--- src/rtl/ram_stream_loader_pkg.sv ---
// Shared types and constants for the RAM stream loader.
package ram_stream_loader_pkg;

  localparam int unsigned DEF_ADDRESS_SIZE = 4;
  localparam int unsigned DEF_WORD_SIZE    = 32;

  localparam logic OP_LOAD = 1'b0;
  localparam logic OP_DUMP = 1'b1;

  typedef enum logic [1:0] {
    IDLE = 2'd0,
    LOAD = 2'd1,
    DUMP = 2'd2,
    DONE = 2'd3
  } state_t;

endpackage

--- src/rtl/ram_stream_outreg.sv ---
// DUMP output register: captures a RAM word and holds it until the sink takes it.
module ram_stream_outreg #(
  parameter int unsigned WORD_SIZE = 32
) (
  input  logic                 clk,
  input  logic                 rst,
  input  logic                 load,
  input  logic                 clear,
  input  logic [WORD_SIZE-1:0] din,
  output logic                 valid,
  output logic [WORD_SIZE-1:0] data
);

  always_ff @(posedge clk) begin
    if (rst) begin
      valid <= 1'b0;
      data  <= '0;
    end else if (load) begin
      valid <= 1'b1;
      data  <= din;
    end else if (clear) begin
      valid <= 1'b0;
    end
  end

endmodule

--- src/rtl/ram_stream_loader.sv ---
// Command-driven LOAD/DUMP streamer between valid/ready streams and the state RAM.
// Define RAM_STREAM_LOADER_CHECKSUM_EN to add a running checksum output.
module ram_stream_loader
  import ram_stream_loader_pkg::*;
#(
  parameter int unsigned ADDRESS_SIZE = DEF_ADDRESS_SIZE,
  parameter int unsigned WORD_SIZE    = DEF_WORD_SIZE
) (
  input  logic                    clk,
  input  logic                    rst,
  input  logic                    cmd_valid,
  output logic                    cmd_ready,
  input  logic                    cmd_op,
  input  logic [ADDRESS_SIZE-1:0] cmd_base,
  input  logic [ADDRESS_SIZE:0]   cmd_len,
  input  logic                    in_valid,
  output logic                    in_ready,
  input  logic [WORD_SIZE-1:0]    in_data,
  output logic                    out_valid,
  input  logic                    out_ready,
  output logic [WORD_SIZE-1:0]    out_data,
  output logic                    ram_we1,
  output logic [ADDRESS_SIZE-1:0] ram_addr1,
  output logic [WORD_SIZE-1:0]    ram_wdata,
  output logic [ADDRESS_SIZE-1:0] ram_addr2,
  input  logic [WORD_SIZE-1:0]    ram_rdata,
  output logic                    busy,
  output logic                    done
`ifdef RAM_STREAM_LOADER_CHECKSUM_EN
  ,
  output logic [WORD_SIZE-1:0]    checksum
`endif
);

  state_t                  state;
  logic [ADDRESS_SIZE-1:0] ptr;
  logic [ADDRESS_SIZE:0]   remaining;
  logic                    op;
  logic                    out_load;
  logic                    out_clear;

  assign cmd_ready = (state == IDLE);
  assign in_ready  = (state == LOAD);
  assign busy      = (state != IDLE);
  assign ram_we1   = (state == LOAD) && (op == OP_LOAD) && in_valid;
  assign ram_addr1 = ptr;
  assign ram_wdata = in_data;
  assign ram_addr2 = ptr;

  // Refill the output register whenever it is empty or being drained this cycle.
  assign out_load  = (state == DUMP) && (remaining != '0) && (!out_valid || out_ready);
  assign out_clear = (state == DUMP) && out_valid && out_ready;

  ram_stream_outreg #(
    .WORD_SIZE (WORD_SIZE)
  ) u_outreg (
    .clk   (clk),
    .rst   (rst),
    .load  (out_load),
    .clear (out_clear),
    .din   (ram_rdata),
    .valid (out_valid),
    .data  (out_data)
  );

  always_ff @(posedge clk) begin
    if (rst) begin
      state     <= IDLE;
      ptr       <= '0;
      remaining <= '0;
      op        <= OP_LOAD;
      done      <= 1'b0;
    end else begin
      done <= 1'b0;
      case (state)
        IDLE: begin
          if (cmd_valid) begin
            ptr       <= cmd_base;
            remaining <= cmd_len;
            op        <= cmd_op;
            if (cmd_len == '0) begin
              state <= DONE;
              done  <= 1'b1;
            end else begin
              state <= (cmd_op == OP_DUMP) ? DUMP : LOAD;
            end
          end
        end
        LOAD: begin
          if (ram_we1) begin
            ptr       <= ptr + ADDRESS_SIZE'(1);
            remaining <= remaining - (ADDRESS_SIZE + 1)'(1);
            if (remaining == (ADDRESS_SIZE + 1)'(1)) begin
              state <= DONE;
              done  <= 1'b1;
            end
          end
        end
        DUMP: begin
          if (out_load) begin
            ptr       <= ptr + ADDRESS_SIZE'(1);
            remaining <= remaining - (ADDRESS_SIZE + 1)'(1);
          end else if (out_clear && (remaining == '0)) begin
            state <= DONE;
            done  <= 1'b1;
          end
        end
        DONE:    state <= IDLE;
        default: state <= IDLE;
      endcase
    end
  end

`ifdef RAM_STREAM_LOADER_CHECKSUM_EN
  // Sum of every word moved by the current command, cleared on accept.
  always_ff @(posedge clk) begin
    if (rst) begin
      checksum <= '0;
    end else if ((state == IDLE) && cmd_valid) begin
      checksum <= '0;
    end else if (ram_we1) begin
      checksum <= checksum + in_data;
    end else if (out_clear) begin
      checksum <= checksum + out_data;
    end
  end
`endif

endmodule
--- config.mk ---
export PLATFORM = sky130hd
export DESIGN_NAME = ram_stream_loader
export DESIGN_NICKNAME = d
export VERILOG_FILES = /design/src/rtl/ram_stream_loader_pkg.sv /design/src/rtl/ram_stream_outreg.sv /design/src/rtl/ram_stream_loader.sv
export SDC_FILE = /design/constraint.sdc
export NUM_CORES = 1
export LEC_CHECK = 0
export CAP_MARGIN = 20
export CORE_MARGIN = 1.5
export CORE_UTILIZATION = 63
export CTS_CLUSTER_DIAMETER = 30
export DETAILED_ROUTE_END_ITERATION = 7
export DONT_BUFFER_PORTS = 1
export PLACE_DENSITY = 0.77
export SLEW_MARGIN = 10
export SYNTH_ARGS = -nofsm -noshare
export SYNTH_HDL_FRONTEND = slang
export SYNTH_HIERARCHICAL = 1
export SYNTH_SLANG_ARGS = --single-unit
--- constraint.sdc ---
create_clock -name clk -period 2.05 [get_ports clk]
set_input_delay 0.205 -clock clk [delete_from_list [all_inputs] [get_ports clk]]
set_output_delay 0.205 -clock clk [all_outputs]
set_load 0.005 [all_outputs]
==> flow_summary.json, run 1 <==
{
  "status": "completed",
  "grt_pass1_vias": 1417,
  "cp-end-kind": "flop",
  "place.gp.congestion": 0.846,
  "clk_latency_ns": 0.29,
  "power.leakage_nw": 0.859,
  "yosys_most_used_dff": "dfxtp_1",
  "syn_area_per_cell_sq_um": 9.44,
  "grt_busiest_layer": "met2",
  "use_met1_pct": 25.2,
  "fin_nets": 307,
  "worst-path-stages": 6,
  "reg2reg_slack_ns": 0.15,
  "row_count": 22,
  "r2r_cells": 6,
  "synth-seq-cells": 46,
  "cts_buffer_depth": 2,
  "globalRouteMet3Util_pct": 7.81,
  "die_width_um": 64.7,
  "path_buf_inv": 1,
  "critPathLaunchType": "flop",
  "worst_pin_slew_ns": 0.413,
  "dieArea_sq_um": 4190,
  "timing.fmax_ghz": 0.526,
  "timing.rr.start": "state[1]",
  "synth_nets": 342,
  "rsz0062_at_grt": "false",
  "syn_area_sq_um": 2400,
  "multiInputGateArea_sq_um": 1070,
  "core_area_sq_um": 3660,
  "io_pins": 157,
  "grt_pass1_wl_mm": 6.58,
  "cpPeakStageDelay_ns": 0.39,
  "fillers": 345,
  "use_met2_pct": 31.7,
  "wl_per_cell_um": 15.8,
  "holdWs_ns": 0.0511,
  "finalSetupTns_ns": 0,
  "skew_ns": 0.00538,
  "cts_root_buf": "clkbuf_8",
  "worstSetupPathType": "flop to flop",
  "synth_edf_count": 0,
  "io_buffers": 0,
  "post_cts_buffers": 0,
  "finalHoldViolations": 0,
  "drt-total-wl_mm": 4.24,
  "drive_gt1_share_pct": 7.73,
  "postSynth.asyncResetShare_pct": 0,
  "min_path_cells": 2,
  "hold_path.class": "primary input to flop",
  "crit_chain": "inv_1 > ha_1 > o21bai_1 > a21oi_2 > o211ai_1 > a32o_1",
  "first_iter_violations": 62,
  "grt.total_usage_pct": 20.0,
  "drc": 0,
  "area_growth_pct": -5.58,
  "cts_made_buffers": 5,
  "min_to": "op",
  "cts_tree": "done",
  "grt.overflow.total": 0,
  "hpwl_mm": 3.04,
  "critPathSlowestCell": "dfxtp_1",
  "regArea_sq_um": 921,
  "initial_core_util_pct": 65.5,
  "crit_family": "compound AO/OA/AOI/OAI gates",
  "layout_min_cycle_time_ns": 1.90,
  "clk_pin_slew_ns": 0.08,
  "power-per-cell-area_nw_per_um2": 1510,
  "setup_violations": 0,
  "crit_fanout": 9,
  "cts_sinks": 46,
  "fin_crit_sh_pct": 92.7,
  "peakVddDrop_v": 0.00101,
  "synthCells": 254,
  "drtPass1Iterations": 4,
  "cp.arrival_ns": 2.09,
  "hold_start": "cmd_op",
  "drv_cap": 0,
  "htree_levels": 2,
  "ant_nets": 0,
  "diodes": 0,
  "p_total_mw": 3.43,
  "fin_cells": 268,
  "seq_area_frac_synth_pct": 38.4,
  "required_ns": 2.24,
  "timing.slew.headroom_pct": 72.5,
  "antenna_found_initial": 0,
  "dp.cells": 259,
  "vias": 1567,
  "die_h_um": 64.7,
  "reg2reg_to": "ram_addr1[2]",
  "slew_violations": 0,
  "viasPerCell": 5.85,
  "final_util_pct": 61.9,
  "grt_start_max_net_pins": 40,
  "yosys_warnings": 6,
  "yosysUniqueCellTypes": 41
}
==> cell usage in the layout (no fill, tap or decap), drive strengths merged, types with 4 or more instances in the layout <==
cell | Yosys | layout
nand2 | 11 | 11
clkbuf | 4 | 5
nor2 | 38 | 38
dfxtp | 46 | 46
a21oi | 9 | 9
a32o | 5 | 5
mux2i | 36 | 36
inv | 12 | 13
buf | 42 | 4
o211ai | 4 | 4
nand3 | 8 | 8
ha | 9 | 9
==> through the flow <==
step	setup WS [ns]	cell area, sq um
after detailed placement	0.188	2130
after global routing	0.0123	2260
after floorplan	0.393	2400
after global placement	0.265	2130
final	0.149	2260
after CTS	0.164	2260
==> kinds of logic after synthesis <==
logic type | after synthesis | synth area share [%]
AND/OR/NAND/NOR | 70 | 13.5
AO/OA/AOI/OAI | 35 | 11.3
adder cells (fa/ha/maj) | 9 | 4.69
multiplexers | 36 | 15.0
flip-flops | 46 | 38.4
buffers and inverters | 58 | 17.2
==> power by group <==
| part | switching (mW) | leakage (nW) | total [mW] | internal (mW) |
|---|---|---|---|---|
| combinational | 0.791 | 0.426 | 1.45 | 0.662 |
| clock | 0.295 | 0.0585 | 0.659 | 0.365 |
| sequential | 0.215 | 0.374 | 1.31 | 1.10 |
==> sequential cells by signal, summed over array words and instances (netlist names) <==
register        count
u_outreg/data      32
remaining           5
ram_addr1           4
state               2
done                1
op                  1
u_outreg/valid      1
==> layer usage <==
| metal | part of all wire [%] | wire length (um) |
|---|---|---|
| met1 | 41 | 1740 |
| met2 | 47 | 1990 |
| met4 | 0.99 | 42 |
| met3 | 11 | 465 |
| met5 | 0 | 0 |
==> final cells by class <==
class	count	share of cell area, %
Multi-Input combinational cell	150	47.3
Sequential cell	46	40.7
Clock buffer	5	3.04
Tap cell	48	2.65
Timing Repair Buffer	4	2.43
Inverter	12	1.99
Clock inverter	3	1.93
==> timing repair <==
item,in CTS,in global routing
gates resized for setup,0,0
hold buffers,1,0
hold endpoints to repair,39,0
==> cell usage after synthesis (2+ instances only) <==
library cell  number  area [sq um]
dfxtp_1           46           921
nor2_1            38           143
buf_4             36           270
mux2i_1           36           360
inv_1             11          41.3
nand2_1           11          41.3
ha_1               9           113
a21oi_1            8          40.0
nand3_1            8          40.0
a32o_1             5          50.1
clkbuf_1           4          15.0
o211ai_1           4          30.0
buf_12             3          60.1
a221oi_1           2          17.5
a311o_1            2          20.0
buf_2              2          10.0
nand2b_1           2          12.5
nor2b_1            2          12.5
nor3_1             2          10.0
o31ai_1            2          15.0
==> how the worst max path moves through the flow <==
| stage | start | endpoint |
|---|---|---|
| 2_1_floorplan | remaining[0] | u_outreg/data[10] |
| 3_3_place_gp | state[1] | ram_addr1[2] |
| 3_5_place_dp | state[1] | ram_addr1[0] |
| 4_1_cts | state[1] | ram_addr1[0] |
| 5_1_grt | state[1] | ram_addr1[0] |
| 6_report | state[1] | ram_addr1[2] |
(Power assumes the default switching activity.)
==> run 2, diff against run 1 <==
--- a/config.mk
+++ b/config.mk
@@ -5,13 +5,13 @@
 export SDC_FILE = /design/constraint.sdc
 export NUM_CORES = 1
 export LEC_CHECK = 0
-export CAP_MARGIN = 20
+export CAP_MARGIN = 0
 export CORE_MARGIN = 1.5
-export CORE_UTILIZATION = 63
+export CORE_UTILIZATION = 56
 export CTS_CLUSTER_DIAMETER = 30
 export DETAILED_ROUTE_END_ITERATION = 7
 export DONT_BUFFER_PORTS = 1
-export PLACE_DENSITY = 0.77
+export PLACE_DENSITY = 0.72
 export SLEW_MARGIN = 10
 export SYNTH_ARGS = -nofsm -noshare
 export SYNTH_HDL_FRONTEND = slang
==> constraint.sdc (replaced) <==
create_clock -name clk -period 1.6 [get_ports clk]
set_input_delay 0.16 -clock clk [delete_from_list [all_inputs] [get_ports clk]]
set_output_delay 0.16 -clock clk [all_outputs]
set_load 0.005 [all_outputs]
==> run 2 against run 1 <==
Clock power grew 6.1%. Sequential cell count is the same. Combinational power grew 110%. The flow now finishes with violations (negative setup slack). Power grew 59%. Cell area grew 21%.
==> flow_summary.json, run 2 (synthesized netlist as in run 1, its figures left out) <==
{
  "worst_pin_slew_ns": 0.478,
  "cts_made_buffers": 5,
  "fin_cells": 303,
  "regMostFlops": "u_outreg/data",
  "clk_pin_slew_ns": 0.09,
  "fin_nets": 340,
  "die_h_um": 68.4,
  "timing.slew.headroom_pct": 68.1,
  "die_width_um": 68.4,
  "final_util_pct": 67.7,
  "reg2reg_to": "u_outreg/data[31]",
  "reg2reg_slack_ns": -0.06,
  "crit_family": "simple AND/OR/NAND/NOR gates",
  "drtPass1Iterations": 4,
  "critPathLaunchType": "flop",
  "diodes": 0,
  "first_iter_violations": 35,
  "r2r_cells": 6,
  "crit_chain": "nor4b_4 > nor3b_4 > buf_6 > clkbuf_16 > mux2i_1 > nor2_1",
  "critPathLaunch": "remaining[2]",
  "rsz0062_at_grt": "true",
  "layout_common_cells": "42 x dfxtp_1, 37 x nor2_1, 34 x mux2i_1",
  "dp.cells": 280,
  "cp.arrival_ns": 1.85,
  "path_buf_inv": 2,
  "largest_register_ffs": 32,
  "worstSetupPathType": "flop to flop",
  "cts_sinks": 46,
  "dieArea_sq_um": 4680,
  "crit_fanout": 7,
  "io_buffers": 0,
  "peakVddDrop_v": 0.00126,
  "grt.overflow.total": 0,
  "timing.fmax_ghz": 0.604,
  "setup_ws_ns": -0.0554,
  "grt_start_max_net_pins": 40,
  "holdWs_ns": 0.00602,
  "vias": 1779,
  "io_pins": 157,
  "clk_latency_ns": 0.30,
  "viasPerCell": 5.87,
  "drive_gt1_share_pct": 30.0,
  "area_growth_pct": 14.5,
  "initial_core_util_pct": 59.1,
  "stdcell_area_sq_um": 2750,
  "hpwl_mm": 3.31,
  "cp-end-kind": "flop",
  "wl_per_cell_um": 17.6,
  "cts_buffer_depth": 2,
  "finalSetupTns_ns": -0.214,
  "regArea_sq_um": 931,
  "cts_tree": "done",
  "fin_crit_sh_pct": 103,
  "grt_pass1_vias": 1493,
  "fillers": 337,
  "drt-total-wl_mm": 5.32,
  "core_area_sq_um": 4060,
  "placed_area_sq_um": 2290,
  "violations": "negative setup slack",
  "skew_ns": 0.00756,
  "hold_start": "ram_rdata[17]",
  "power-per-cell-area_nw_per_um2": 1980,
  "power.leakage_nw": 1.06,
  "critPathSlowestCell": "nor4b_4",
  "drc": 0,
  "final_common_cell": "dfxtp_1",
  "grt.total_usage_pct": 19.0,
  "htree_levels": 2,
  "cpPeakStageDelay_ns": 0.47,
  "multiInputGateArea_sq_um": 1210,
  "slew_violations": 0,
  "cts_root_buf": "clkbuf_8",
  "p_total_mw": 5.45,
  "timing.rr.start": "remaining[2]",
  "ant_nets": 0,
  "antenna_found_initial": 0,
  "setup_violations": 9,
  "min_to": "u_outreg/data[17]",
  "dp_slack_ns": -0.174,
  "drv_cap": 0,
  "row_count": 23,
  "grt_pass1_wl_mm": 6.68,
  "required_ns": 1.79,
  "place.gp.congestion": 0.852,
  "finalHoldViolations": 0,
  "hold_path.class": "primary input to flop",
  "min_path_cells": 2,
  "status": "finished with violations",
  "layout_min_cycle_time_ns": 1.66
}
-- run 2: worst max-delay path by stage --
stage,slack [ns],to,cells past startpoint
floorplan,0.02,u_outreg/data[10],8
global placement,-0.12,remaining[0],6
detailed placement,-0.17,ram_addr1[0],6
CTS,-0.02,remaining[2],6
global route,-0.12,state[1],6
finish,-0.06,u_outreg/data[31],6
-- run 2: routing by layer --
metal / vias up / share of wire (%) / track usage [%]
met1: 812 / 41 / 22.5
met2: 107 / 48 / 31.1
met3: 24 / 9.0 / 6.91
met4: 0 / 2.4 / 7.50
met5: - / 0 / 0
li1: 836 / - / -
-- run 2: final cells by class --
type	instances	share of cell area (%)
inverter	12	1.82
clock buffer	5	2.51
timing repair buffer	37	14.5
multi-input combinational	150	44.2
sequential	46	33.9
tap	50	2.28
clock inverter	3	0.774
-- run 2: what timing repair did --
action                                  CTS  global route
gates cloned                              1             5
hold endpoints to repair                 39             1
hold buffers                              2             1
pin swaps                                 9            19
gates resized for setup                  15            32
setup buffers                             3             3
endpoints found under the setup margin   20            43
-- run 2: power breakdown --
group / switching, mW / internal (mW)
Sequential: 0.277 / 1.42
Combinational: 1.43 / 1.62
Clock: 0.392 / 0.307
Total: 2.10 / 3.35
